## src/rtl/rom_lookup_arb_pkg.sv

```systemverilog
// Shared types and constants for the two-requester ROM lookup arbiter.
// Holds the FSM state encoding, default bus widths and the one-hot pulse helper.
package rom_lookup_arb_pkg;

  localparam int DEF_ROM_AW = 8;
  localparam int DEF_ROM_DW = 8;
  localparam int N_REQ      = 2;

  typedef enum logic [1:0] {
    ST_IDLE  = 2'd0,
    ST_ISSUE = 2'd1,
    ST_WAIT  = 2'd2
  } state_t;

  // One-hot pulse vector for requester idx, gated by fire.
  function automatic logic [N_REQ-1:0] grant_vec(input logic idx, input logic fire);
    grant_vec = {fire & idx, fire & ~idx};
  endfunction

endpackage

```

## src/rtl/rom_lookup_arb_if.sv

```systemverilog
// Requester-side handshake bundle of the ROM lookup arbiter.
// master = requesters (testbench / clients), slave = arbiter.
interface rom_lookup_arb_if
  import rom_lookup_arb_pkg::*;
#(
  parameter int AW = DEF_ROM_AW,
  parameter int DW = DEF_ROM_DW
);
  logic          req0;
  logic          req1;
  logic [AW-1:0] add0;
  logic [AW-1:0] add1;
  logic          gnt0;
  logic          gnt1;
  logic          rvalid0;
  logic          rvalid1;
  logic [DW-1:0] rdata;
  logic          busy;

  modport master (
    output req0, req1, add0, add1,
    input  gnt0, gnt1, rvalid0, rvalid1, rdata, busy
  );

  modport slave (
    input  req0, req1, add0, add1,
    output gnt0, gnt1, rvalid0, rvalid1, rdata, busy
  );
endinterface

```

## src/rtl/rom_lookup_arb_rr_pick2.sv

```systemverilog
// Two-way round-robin pick: a lone requester wins outright, under contention the
// requester that was not served last wins.
module rr_pick2
  import rom_lookup_arb_pkg::*;
(
  input  logic [N_REQ-1:0] req,
  input  logic             last,
  output logic             winner
);

  // Winner selection from the request pair and the last-served pointer
  always_comb begin
    winner = 1'b0;
    case (req)
      2'b01:   winner = 1'b0;
      2'b10:   winner = 1'b1;
      2'b11:   winner = ~last;
      default: winner = 1'b0;
    endcase
  end

endmodule

```

## src/rtl/rom_lookup_arb.sv

```systemverilog
// Round-robin arbiter sharing one registered lookup ROM between two requesters.
// One lookup per three cycles: IDLE (accept) -> ISSUE (ROM reads) -> WAIT (capture).
module rom_lookup_arb
  import rom_lookup_arb_pkg::*;
#(
  parameter int ROM_AW = DEF_ROM_AW,
  parameter int ROM_DW = DEF_ROM_DW
) (
  input  logic              CS,
  input  logic              cen,
  rom_lookup_arb_if.slave   bus,
  output logic [ROM_AW-1:0] rom_add,
  input  logic [ROM_DW-1:0] rom_q
);

  state_t            state_r;
  state_t            state_s;
  logic              fire_s;
  logic              winner_s;
  logic              owner_r;
  logic              last_r;
  logic              busy_r;
  logic [N_REQ-1:0]  req_s;
  logic [N_REQ-1:0]  gnt_s;
  logic [N_REQ-1:0]  rvalid_s;
  logic [N_REQ-1:0]  gnt_r;
  logic [N_REQ-1:0]  rvalid_r;
  logic [ROM_AW-1:0] add_sel_s;
  logic [ROM_AW-1:0] rom_add_r;
  logic [ROM_DW-1:0] rdata_r;

  // Requests are levels held by the clients, so anything raised while busy is
  // simply still present when the FSM next sits in IDLE.
  assign req_s = {bus.req1, bus.req0};

  rr_pick2 u_pick (
    .req    (req_s),
    .last   (last_r),
    .winner (winner_s)
  );

  // Next-state logic; fire_s marks the edge at which a request is accepted
  always_comb begin
    state_s = state_r;
    fire_s  = 1'b0;
    case (state_r)
      ST_IDLE: begin
        if (|req_s) begin
          state_s = ST_ISSUE;
          fire_s  = 1'b1;
        end else begin
          state_s = ST_IDLE;
        end
      end
      ST_ISSUE: state_s = ST_WAIT;
      ST_WAIT:  state_s = ST_IDLE;
      default:  state_s = ST_IDLE;
    endcase
  end

  // Winner address mux and the one-hot pulses registered at this edge
  always_comb begin
    add_sel_s = winner_s ? bus.add1 : bus.add0;
    gnt_s     = grant_vec(winner_s, fire_s);
    rvalid_s  = grant_vec(owner_r, state_r == ST_WAIT);
  end

  // Control state: FSM, pulses, owner and last-served pointer (resets to favour req0)
  always_ff @(posedge CS) begin
    if (!cen) begin
      state_r  <= ST_IDLE;
      busy_r   <= 1'b0;
      gnt_r    <= {N_REQ{1'b0}};
      rvalid_r <= {N_REQ{1'b0}};
      owner_r  <= 1'b0;
      last_r   <= 1'b1;
    end else begin
      state_r  <= state_s;
      busy_r   <= (state_s != ST_IDLE);
      gnt_r    <= gnt_s;
      rvalid_r <= rvalid_s;
      if (fire_s) begin
        owner_r <= winner_s;
        last_r  <= winner_s;
      end
    end
  end

  // Datapath: ROM address launched on accept, ROM data captured in WAIT
  always_ff @(posedge CS) begin
    if (!cen) begin
      rom_add_r <= {ROM_AW{1'b0}};
      rdata_r   <= {ROM_DW{1'b0}};
    end else begin
      if (fire_s) begin
        rom_add_r <= add_sel_s;
      end
      if (state_r == ST_WAIT) begin
        rdata_r <= rom_q;
      end
    end
  end

  assign rom_add     = rom_add_r;
  assign bus.gnt0    = gnt_r[0];
  assign bus.gnt1    = gnt_r[1];
  assign bus.rvalid0 = rvalid_r[0];
  assign bus.rvalid1 = rvalid_r[1];
  assign bus.rdata   = rdata_r;
  assign bus.busy    = busy_r;

endmodule

```

## src/flat_wrapper.sv

```systemverilog
// flat-port wrapper written by rule: the top's interface ports become plain ports
module rom_lookup_arb_flat import rom_lookup_arb_pkg::*;
#(
  parameter int ROM_AW = DEF_ROM_AW,
  parameter int ROM_DW = DEF_ROM_DW
)
  (CS, cen, rom_add, rom_q, bus_req0, bus_req1, bus_add0, bus_add1, bus_gnt0, bus_gnt1, bus_rvalid0, bus_rvalid1, bus_rdata, bus_busy);
  rom_lookup_arb_if #(.AW(8), .DW(8)) bus_i ();
  input  logic CS;
  input  logic cen;
  output logic [ROM_AW-1:0] rom_add;
  input  logic [ROM_DW-1:0] rom_q;
  input wire logic [$bits(bus_i.req0)-1:0] bus_req0;
  input wire logic [$bits(bus_i.req1)-1:0] bus_req1;
  input wire logic [$bits(bus_i.add0)-1:0] bus_add0;
  input wire logic [$bits(bus_i.add1)-1:0] bus_add1;
  output wire logic [$bits(bus_i.gnt0)-1:0] bus_gnt0;
  output wire logic [$bits(bus_i.gnt1)-1:0] bus_gnt1;
  output wire logic [$bits(bus_i.rvalid0)-1:0] bus_rvalid0;
  output wire logic [$bits(bus_i.rvalid1)-1:0] bus_rvalid1;
  output wire logic [$bits(bus_i.rdata)-1:0] bus_rdata;
  output wire logic [$bits(bus_i.busy)-1:0] bus_busy;
  assign bus_i.req0 = bus_req0;
  assign bus_i.req1 = bus_req1;
  assign bus_i.add0 = bus_add0;
  assign bus_i.add1 = bus_add1;
  assign bus_gnt0 = bus_i.gnt0;
  assign bus_gnt1 = bus_i.gnt1;
  assign bus_rvalid0 = bus_i.rvalid0;
  assign bus_rvalid1 = bus_i.rvalid1;
  assign bus_rdata = bus_i.rdata;
  assign bus_busy = bus_i.busy;
  rom_lookup_arb #(.ROM_AW(ROM_AW), .ROM_DW(ROM_DW)) u_core (.CS(CS), .cen(cen), .bus(bus_i), .rom_add(rom_add), .rom_q(rom_q));
endmodule
```

## config.mk

```make
export PLATFORM = sky130hd
export DESIGN_NAME = rom_lookup_arb_flat
export DESIGN_NICKNAME = d
export VERILOG_FILES = /design/src/rtl/rom_lookup_arb_pkg.sv /design/src/rtl/rom_lookup_arb_if.sv /design/src/rtl/rom_lookup_arb_rr_pick2.sv /design/src/rtl/rom_lookup_arb.sv /design/src/flat_wrapper.sv
export SDC_FILE = /design/constraint.sdc
export NUM_CORES = 1
export LEC_CHECK = 0
export ABC_AREA = 1
export BUFFER_PORTS_ARGS = -buffer_cell sky130_fd_sc_hd__clkbuf_2
export CAP_MARGIN = 20
export CELL_PAD_IN_SITES_DETAIL_PLACEMENT = 1
export CELL_PAD_IN_SITES_GLOBAL_PLACEMENT = 2
export CORE_MARGIN = 2
export CORE_UTILIZATION = 24
export CTS_BUF_LIST = sky130_fd_sc_hd__clkbuf_16
export CTS_CLUSTER_DIAMETER = 30
export CTS_CLUSTER_SIZE = 12
export DETAILED_ROUTE_END_ITERATION = 7
export PLACE_DENSITY_LB_ADDON = 0.1
export RECOVER_POWER = 25
export SKIP_LAST_GASP = 1
export SYNTH_ARGS = -nofsm -noshare
export SYNTH_HDL_FRONTEND = slang
export SYNTH_SLANG_ARGS = --single-unit
export TNS_END_PERCENT = 10
```

## constraint.sdc

```tcl
create_clock -name CS -period 3.27 [get_ports CS]
set_clock_uncertainty 0.15 [all_clocks]
set_input_delay 0.8175 -clock CS [delete_from_list [all_inputs] [get_ports CS]]
set_output_delay 0.8175 -clock CS [all_outputs]
set_load 0.01 [all_outputs]
```

# [Word level (Yosys, flattened, before mapping)]
# Cells that the tools add are included.
[totals] ff_bits=25 latchBits=0 ramBits=0 romBits=0 in_bits=28 output_inout_bits=21 word_cells=28 mem_count=0
[op_classes] add_sub_neg=0 n_mul=0 div_mod_pow=0 order_cmp=0 n_eq_ne=4 shifts=0 mux=6 bitwise=7 n_reduce_logical=3
[ops] cell="two-way mux 8 bit" count=1
[ops] cell="equality test 2 bit, second input constant" count=3
[ops] cell="bitwise AND 1 bit" count=4
[ops] cell="one-hot mux 2 bit (2 select lines)" count=1
[ops] cell="two-way mux 1 bit" count=3
[ops] cell="NOT 1 bit" count=3
[ops] cell="equality test 2 x 1 -> 1 bit, second input constant" count=1
[ops] cell="logical NOT 2 bit" count=1
[ops] cell="one-hot mux 1 bit (2 select lines)" count=1
[ops] cell="nonzero test 2 bit" count=1
[ops] cell="OR reduction 2 bit" count=1

# [Longest topological paths before layout]
# Gate-level depths: netlist of the first run.
[logic_depth] ltp_word=4 mapped_depth=7 depth_no_buf=7

# [Cells and area by module]
# From an unflattened synthesis of the first run, not the netlist that was laid out.
[hier_totals] hier_cells=134 hier_area_um2=988.4
[modules_own_cells] mod="rom_lookup_arb" n_inst=1 cells_each=132 area_each_um2=975.9 seq_area_each_um2=500.5
[modules_own_cells] mod="rr_pick2" n_inst=1 cells_each=2 area_each_um2=12.5 seq_area_each_um2=0.0

# [Worst setup path after synthesis of the first run]
# No wires, ideal clock.
[synth_path] path_type="input -> register" from="input port bus_req0" to="register u_core.rom_add_r[1], in the netlist u_core.rom_add[1]" setup_time_ns=0.059 arrival_ns=1.401 required_time_ns=3.061 setup_slack_ns=1.661 cell_stages=6 path_buffers=0 cell_sequence="nand2_1 nand2_2 inv_2 nor2_1 nand3_1 nand2_1"
[synth_between] elab_chain_len=3 word_cells_on_any_way=7 cone_classes="eq/ne (2); mux (4); reduce/logical (1)"
[synth_rtl] element="start: declaration" line="flat_wrapper.sv:13" text="input wire logic [$bits(bus_i.req0)-1:0] bus_req0;"
[synth_rtl] element="equality test 2 bit / OR reduction 2 bit (equally long branches)" line="rom_lookup_arb_rr_pick2.sv:14, rom_lookup_arb.sv:48"
[synth_rtl] element="one-hot mux 1 bit (2 select lines) / two-way mux 1 bit (equally long branches)" line="rom_lookup_arb_rr_pick2.sv:14, rom_lookup_arb.sv:48"
[synth_rtl] element="two-way mux 8 bit / two-way mux 1 bit (equally long branches)" line="rom_lookup_arb.sv:63, rom_lookup_arb.sv:46"
[synth_rtl] element="end signal: assignment" line="rom_lookup_arb.sv:92" text="rom_add_r <= {ROM_AW{1'b0}};"
[synth_rtl] element="end signal: assignment" line="rom_lookup_arb.sv:96" text="rom_add_r <= add_sel_s;"
[synth_rtl] element="end: declaration" line="rom_lookup_arb.sv:29" text="logic [ROM_AW-1:0] rom_add_r;"
# Several ways; a longest one is shown, not always the timed one.
# A chain may end at the register's enable or synchronous reset.

# [Final worst setup path of the first run]
[layout_path] from="input port cen" to="register u_core.rvalid_r[0]"
[layout_lines] element="start: declaration" line="flat_wrapper.sv:10" text="input logic cen;"
[layout_lines] element="end signal: assignment" line="rom_lookup_arb.sv:74" text="rvalid_r <= {N_REQ{1'b0}};"
[layout_lines] element="end signal: assignment" line="rom_lookup_arb.sv:81" text="rvalid_r <= rvalid_s;"
[layout_lines] element="end: declaration" line="rom_lookup_arb.sv:27" text="logic [N_REQ-1:0] rvalid_r;"
# No word-level cell between the ends.

==> flow_summary.toml, run 1 <==
[critical_path]
crit_required_ns = 3.30
cp_max_fo = 17
r2r_slack_ns = 1.82
cp.arrival_ns = 1.94
slowest_stage = "clkbuf_1"
endpoint_kind = "register"
crit_end = "u_core.rvalid_r[0]"
slowest_delay_ns = 0.51
cp_num_cells = 3
cp_top_family = "buffers and inverters"
path_cells = "clkbuf_1 -> inv_1 -> nor3_1"
startpoint = "cen"
startpoint_type = "input port"
regToRegEndpoint = "u_core.rom_add[0]"
critPathBufInv = 2
worstSetupPathType = "in2reg"
crit-reg2reg-launch = "u_core.state_r[0]"
r2r_cells = 5

[logic_synthesis]
synth_area_per_cell_um2 = 7.59
syn_area_um2 = 941
synth_cell_types = 16
yosysWarnings = 0
ys_seq_area_share_pct = 53.2
syn-num-nets = 152
ys_seq_elements = 25
synthCells = 124

[layout]
n_fill_cell = 487
stdcell_count = 221
layout_commonest_cell = "clkbuf_2"
drive_gt1_share_pct = 32.4
nets = 202
diodes = 0
stdcell_area_mm2 = 0.00130
syn_to_final_growth_pct = 38.0
final_cell_mix = "47 x clkbuf_2, 37 x nand2_1, 25 x dfxtp_1, 21 x nor2_1, 12 x nand3_1"

[clock_tree]
cts_tree = "yes"
clock_latency_ns = 0.26
cts_root_buf = "clkbuf_16"
cts_resized = 0
post_cts_buffers = 0
cts.clk_slew.worst_paths_ns = 0.06
clockBufferDepth = 2
cts_sinks = 25
numCtsBuffers = 3
htreeDepth = 1
hold_buffers = 0

[floorplan]
die_h_um = 66.6
die_x_um = 66.6
die-area_mm2 = 0.00444
core_region_area_mm2 = 0.00372
start_util_pct = 25.3
io_pins = 49
placementRows = 22

[grt]
use_met2_pct = 21.9
globalRouteOverflowTotal = 0
grt_max_degree = 18
grt_pass1_wl_um = 4120
use_met1_pct = 14.2
grt_use_total_pct = 12.5
top_usage_layer = "met2"
met3_usage_pct = 2.87
grt_antenna_before_repair = 0
grt_pass1_vias = 966

[routing]
vias = 972
drt_iter0_drc = 25
avgRoutedWirePerCell_um = 11.8
wirelength_um = 2610
ant_nets = 0
drt-pass1-iter-count = 4
via_per_inst = 4.40
drc_errors = 0

[power]
power_per_cell_area_mw_per_mm2 = 553
ir_drop_mv = 0.155
total_leakage_power_uw = 0.000676

[timing]
period_needed_ns = 1.91
period_share_pct = 58.5
max_freq_ghz = 0.523
hold_slack_ns = 0.282
maxSlewHeadroom_pct = 54.4
worstMarginPinSlew_ns = 0.684
drv_slew = 0
rsz0062_at_grt = "false"
setup_viol = 0
finalSetupTns_ns = 0
finalHoldViolations = 0

[min_path]
hold_path.class = "reg2reg"

[place]
gp_congestion = 0.670
port_buffers = 48
placed_area_mm2 = 0.00122
hpwl_um = 2060
place_inst = 217

[status]
status = "finished, final reports clean"

[run]
drv_cap = 0
## synth_stat cells
master,instances,area [um2]
nand2_1,37,139
dfxtp_1,25,500
nor2_1,21,78.8
nand3_1,12,60.1
o21ai_0,8,40.0
a21oi_1,6,30.0
inv_1,3,11.3
inv_2,2,7.51
nor2_4,2,22.5
nor3_1,2,10.0
buf_2,1,5.00
buf_6,1,11.3
clkbuf_1,1,3.75
nand2_2,1,6.26
o21ai_2,1,8.76
o22ai_1,1,6.26
## state kept, by name (all words and copies together), names as in the netlist
name              count
u_core.bus.busy       1
u_core.gnt_r          2
u_core.owner_r        1
u_core.state_r        2
u_core.bus.rdata      8
u_core.last_r         1
u_core.rvalid_r       2
u_core.rom_add        8
## per-stage QoR
| stage | utilization, % | total power, uW | setup WS, ns |
|---|---|---|---|
| after global placement | 32.9 | 460 | 1.13 |
| after detailed placement | 32.9 | 463 | 1.08 |
| after CTS | 35.0 | 732 | 1.35 |
| after global routing | 34.9 | 762 | 1.16 |
| after floorplan | - | 411 | 1.66 |
| final | 34.9 | 718 | 1.36 |
## routing by layer
metal	part of all wire (%)	wire, um
met5	0	0
met4	2.0	51
met3	7.6	198
met2	49	1290
met1	41	1070
## layout make-up
class / instances / area, um2 / area share (%)
timing repair buffer: 48 / 239 / 18.4
sequential: 25 / 500 / 38.5
tap: 48 / 60.1 / 4.62
clock buffer: 3 / 75.1 / 5.78
multi-input combinational: 91 / 402 / 30.9
clock inverter: 1 / 3.75 / 0.289
inverter: 5 / 18.8 / 1.45
## worst min path at each step
| stage | start | to | slack, ns | cells past startpoint |
|---|---|---|---|---|
| floorplan | u_core.owner_r | u_core.rvalid_r[0] | 0.25 | 1 |
| detailed placement | u_core.owner_r | u_core.rvalid_r[0] | 0.27 | 1 |
| global route | u_core.owner_r | u_core.rvalid_r[0] | 0.30 | 1 |
| finish | u_core.owner_r | u_core.rvalid_r[0] | 0.28 | 1 |
| CTS | u_core.owner_r | u_core.rvalid_r[0] | 0.28 | 1 |
| global placement | u_core.owner_r | u_core.rvalid_r[0] | 0.27 | 1 |
## cells by family (layout without fill, tap and decap cells)
kind of cell	after synthesis	after routing	share of synthesized area, %
compound gates	16	16	9.04
buf+inv	8	57	4.12
flops	25	25	53.2
simple gates	75	75	33.6
## report_power, final
group / leakage [uW] / internal, uW / switching, uW
logic: 0.000428 / 43.7 / 67.5
registers: 0.000205 / 328 / 12.9
clock network: 0.0000423 / 163 / 102
total: 0.000676 / 535 / 183
Power figures use the tool's default switching activity.
==> inputs of run 2 (changes only) <==
ABC_AREA = 0   (was 1)
clock period = 1.9 ns   (was 3.27 ns; I/O delays follow)
==> flow_summary.toml, run 2 <==
[grt]
grt_pass1_vias = 916
grt_use_total_pct = 12.6
globalRouteOverflowTotal = 0
grt_antenna_before_repair = 0
grt_pass1_wl_um = 4220
grt_max_degree = 16

[critical_path]
crit-reg2reg-launch = "u_core.state_r[0]"
endpoint_kind = "register"
startpoint = "u_core.state_r[0]"
r2r_cells = 3
worstSetupPathType = "reg2reg"
regToRegEndpoint = "u_core.rom_add[2]"
r2r_slack_ns = 0.31
crit_required_ns = 1.90
cp.arrival_ns = 1.59
startpoint_type = "register"
cp_max_fo = 10

[logic_synthesis]
ys_top_cells_by_area = "dfxtp_1 53%, nand2_1 6.8%, a21oi_1 4.2%"
ys_seq_area_share_pct = 53.0
synth_area_per_cell_um2 = 9.17
syn-num-nets = 131
synth-edff-count = 0
yosysWarnings = 0
synthTopCellsByCount = "25 x dfxtp_1, 17 x nand2_1, 8 x a21oi_1, 7 x o21ai_0"
synthFlopType = "dfxtp_1"
synth_top_cell_area_share_pct = 53.0
yosysTopAreaCell = "dfxtp_1"
synthCells = 103
async_reset_ff_share_pct = 0
ys_seq_elements = 25
yosysMostFrequentCell = "dfxtp_1"
syn_area_um2 = 945
synth_cell_types = 26

[layout]
stdcell_count = 198
layout_commonest_cell = "clkbuf_2"
syn_to_final_growth_pct = 37.4
n_fill_cell = 473
drive_gt1_share_pct = 36.7
nets = 179
stdcell_area_mm2 = 0.00130
diodes = 0
final_cell_mix = "47 x clkbuf_2, 25 x dfxtp_1, 17 x nand2_1, 8 x a21oi_1, 7 x o21ai_0"

[floorplan]
start_util_pct = 25.4
die_x_um = 66.7
core_region_area_mm2 = 0.00372
die_h_um = 66.7
die-area_mm2 = 0.00445
io_pins = 49
placementRows = 22

[routing]
wirelength_um = 2570
vias = 916
avgRoutedWirePerCell_um = 13.0
drt_iter0_drc = 38
drc_errors = 0
via_per_inst = 4.63
ant_nets = 0
drt-pass1-iter-count = 4

[clock_tree]
hold_buffers = 0
clockBufferDepth = 2
numCtsBuffers = 3
cts.clk_slew.worst_paths_ns = 0.06
cts_tree = "yes"
htreeDepth = 1
cts_sinks = 25
clock_latency_ns = 0.26
post_cts_buffers = 0
cts_root_buf = "clkbuf_16"
cts_resized = 0

[place]
port_buffers = 48
placed_area_mm2 = 0.00122
place_inst = 194
hpwl_um = 1990
gp_congestion = 0.697

[power]
p_switching_uw = 302
seqPwrFrac_pct = 47.4
pwr-share-clk_pct = 38.7
p_int_uw = 921
switching_share_pct = 24.7
power_per_cell_area_mw_per_mm2 = 943
comb_power_share_pct = 13.9
total_leakage_power_uw = 0.000600
ir_drop_mv = 0.371

[timing]
worstMarginPinSlew_ns = 0.560
rsz0062_at_grt = "false"
setup_viol = 0
max_freq_ghz = 0.627
finalSetupTns_ns = 0
drv_slew = 0
hold_slack_ns = 0.285
period_share_pct = 83.9
finalHoldViolations = 0
maxSlewHeadroom_pct = 62.7
period_needed_ns = 1.59

[min_path]
hold_depth = 3
worstHoldStart = "rom_q[7]"
hold_path.class = "in2reg"
holdPathEnd = "u_core.bus.rdata[7]"

[run]
drv_cap = 0

[status]
status = "finished, final reports clean"
==> run 2: cell count changes after synthesis, moves of 3 or more <==
cell,change
a221o_1,+3
nor2_1,-20
nand4_1,+5
o211a_1,+3
a31oi_1,+5
nand3_1,-7
nand2_1,-20
==> run 2: critical path, cell delays in order, from the launching register on <==
cell     delay, ns
dfxtp_1       0.35
or2_0         0.43
o211a_1       0.31
a221o_1       0.25
==> run 2: metal layers <==
metal / vias to the layer above / GRT usage, % / part of all wire, % / wire [um]
li1: 460 / - / - / -
met1: 422 / 14.5 / 46 / 1170
met2: 29 / 22.1 / 48 / 1220
met3: 5 / 4.05 / 5.5 / 140
met4: 0 / 3.83 / 1.3 / 34
met5: - / 0 / 0 / 0
==> run 2: layout make-up <==
type | count | area (um2) | share of cell area (%)
Inverter | 1 | 3.75 | 0.289
Timing Repair Buffer | 50 | 250 | 19.3
Clock inverter | 1 | 7.51 | 0.579
Sequential cell | 25 | 500 | 38.6
Tap cell | 48 | 60.1 | 4.63
Clock buffer | 3 | 75.1 | 5.79
Multi-Input combinational cell | 70 | 400 | 30.9
==> run 2: per-stage QoR <==
stage | worst slack, ns | util (%) | power, uW
CTS | 0.381 | 35.1 | 1250
finish | 0.305 | 34.9 | 1220
floorplan | 0.354 | - | 688
global placement | 0.280 | 32.8 | 763
global route | 0.197 | 34.9 | 1300
detailed placement | 0.236 | 32.8 | 768
==> run 2: power by group through the flow <==
stage / Combinational [uW] / Clock [uW] / Sequential [uW]
finish: 170 / 473 / 580
global route: 192 / 519 / 585
CTS: 176 / 494 / 580
detailed placement: 176 / 0 / 592
global placement: 172 / 0 / 591
floorplan: 85.9 / 0 / 603
==> run 2: worst max-delay path by stage <==
stage / endpoint / slack, ns / cells after the start
2_1_floorplan: u_core.rom_add[1] / 0.35 / 5
3_3_place_gp: u_core.rom_add[3] / 0.28 / 4
3_5_place_dp: u_core.rom_add[1] / 0.24 / 4
4_1_cts: u_core.rom_add[3] / 0.38 / 3
5_1_grt: u_core.rom_add[2] / 0.20 / 3
6_report: u_core.rom_add[2] / 0.31 / 3
==> run 2: kinds of logic after synthesis <==
kind of cell,after synthesis,share of synthesized area (%)
and+or+nand+nor,41,21.9
buffers and inverters,8,4.64
DFF,25,53.0
AOI/OAI and AO/OA,29,20.5
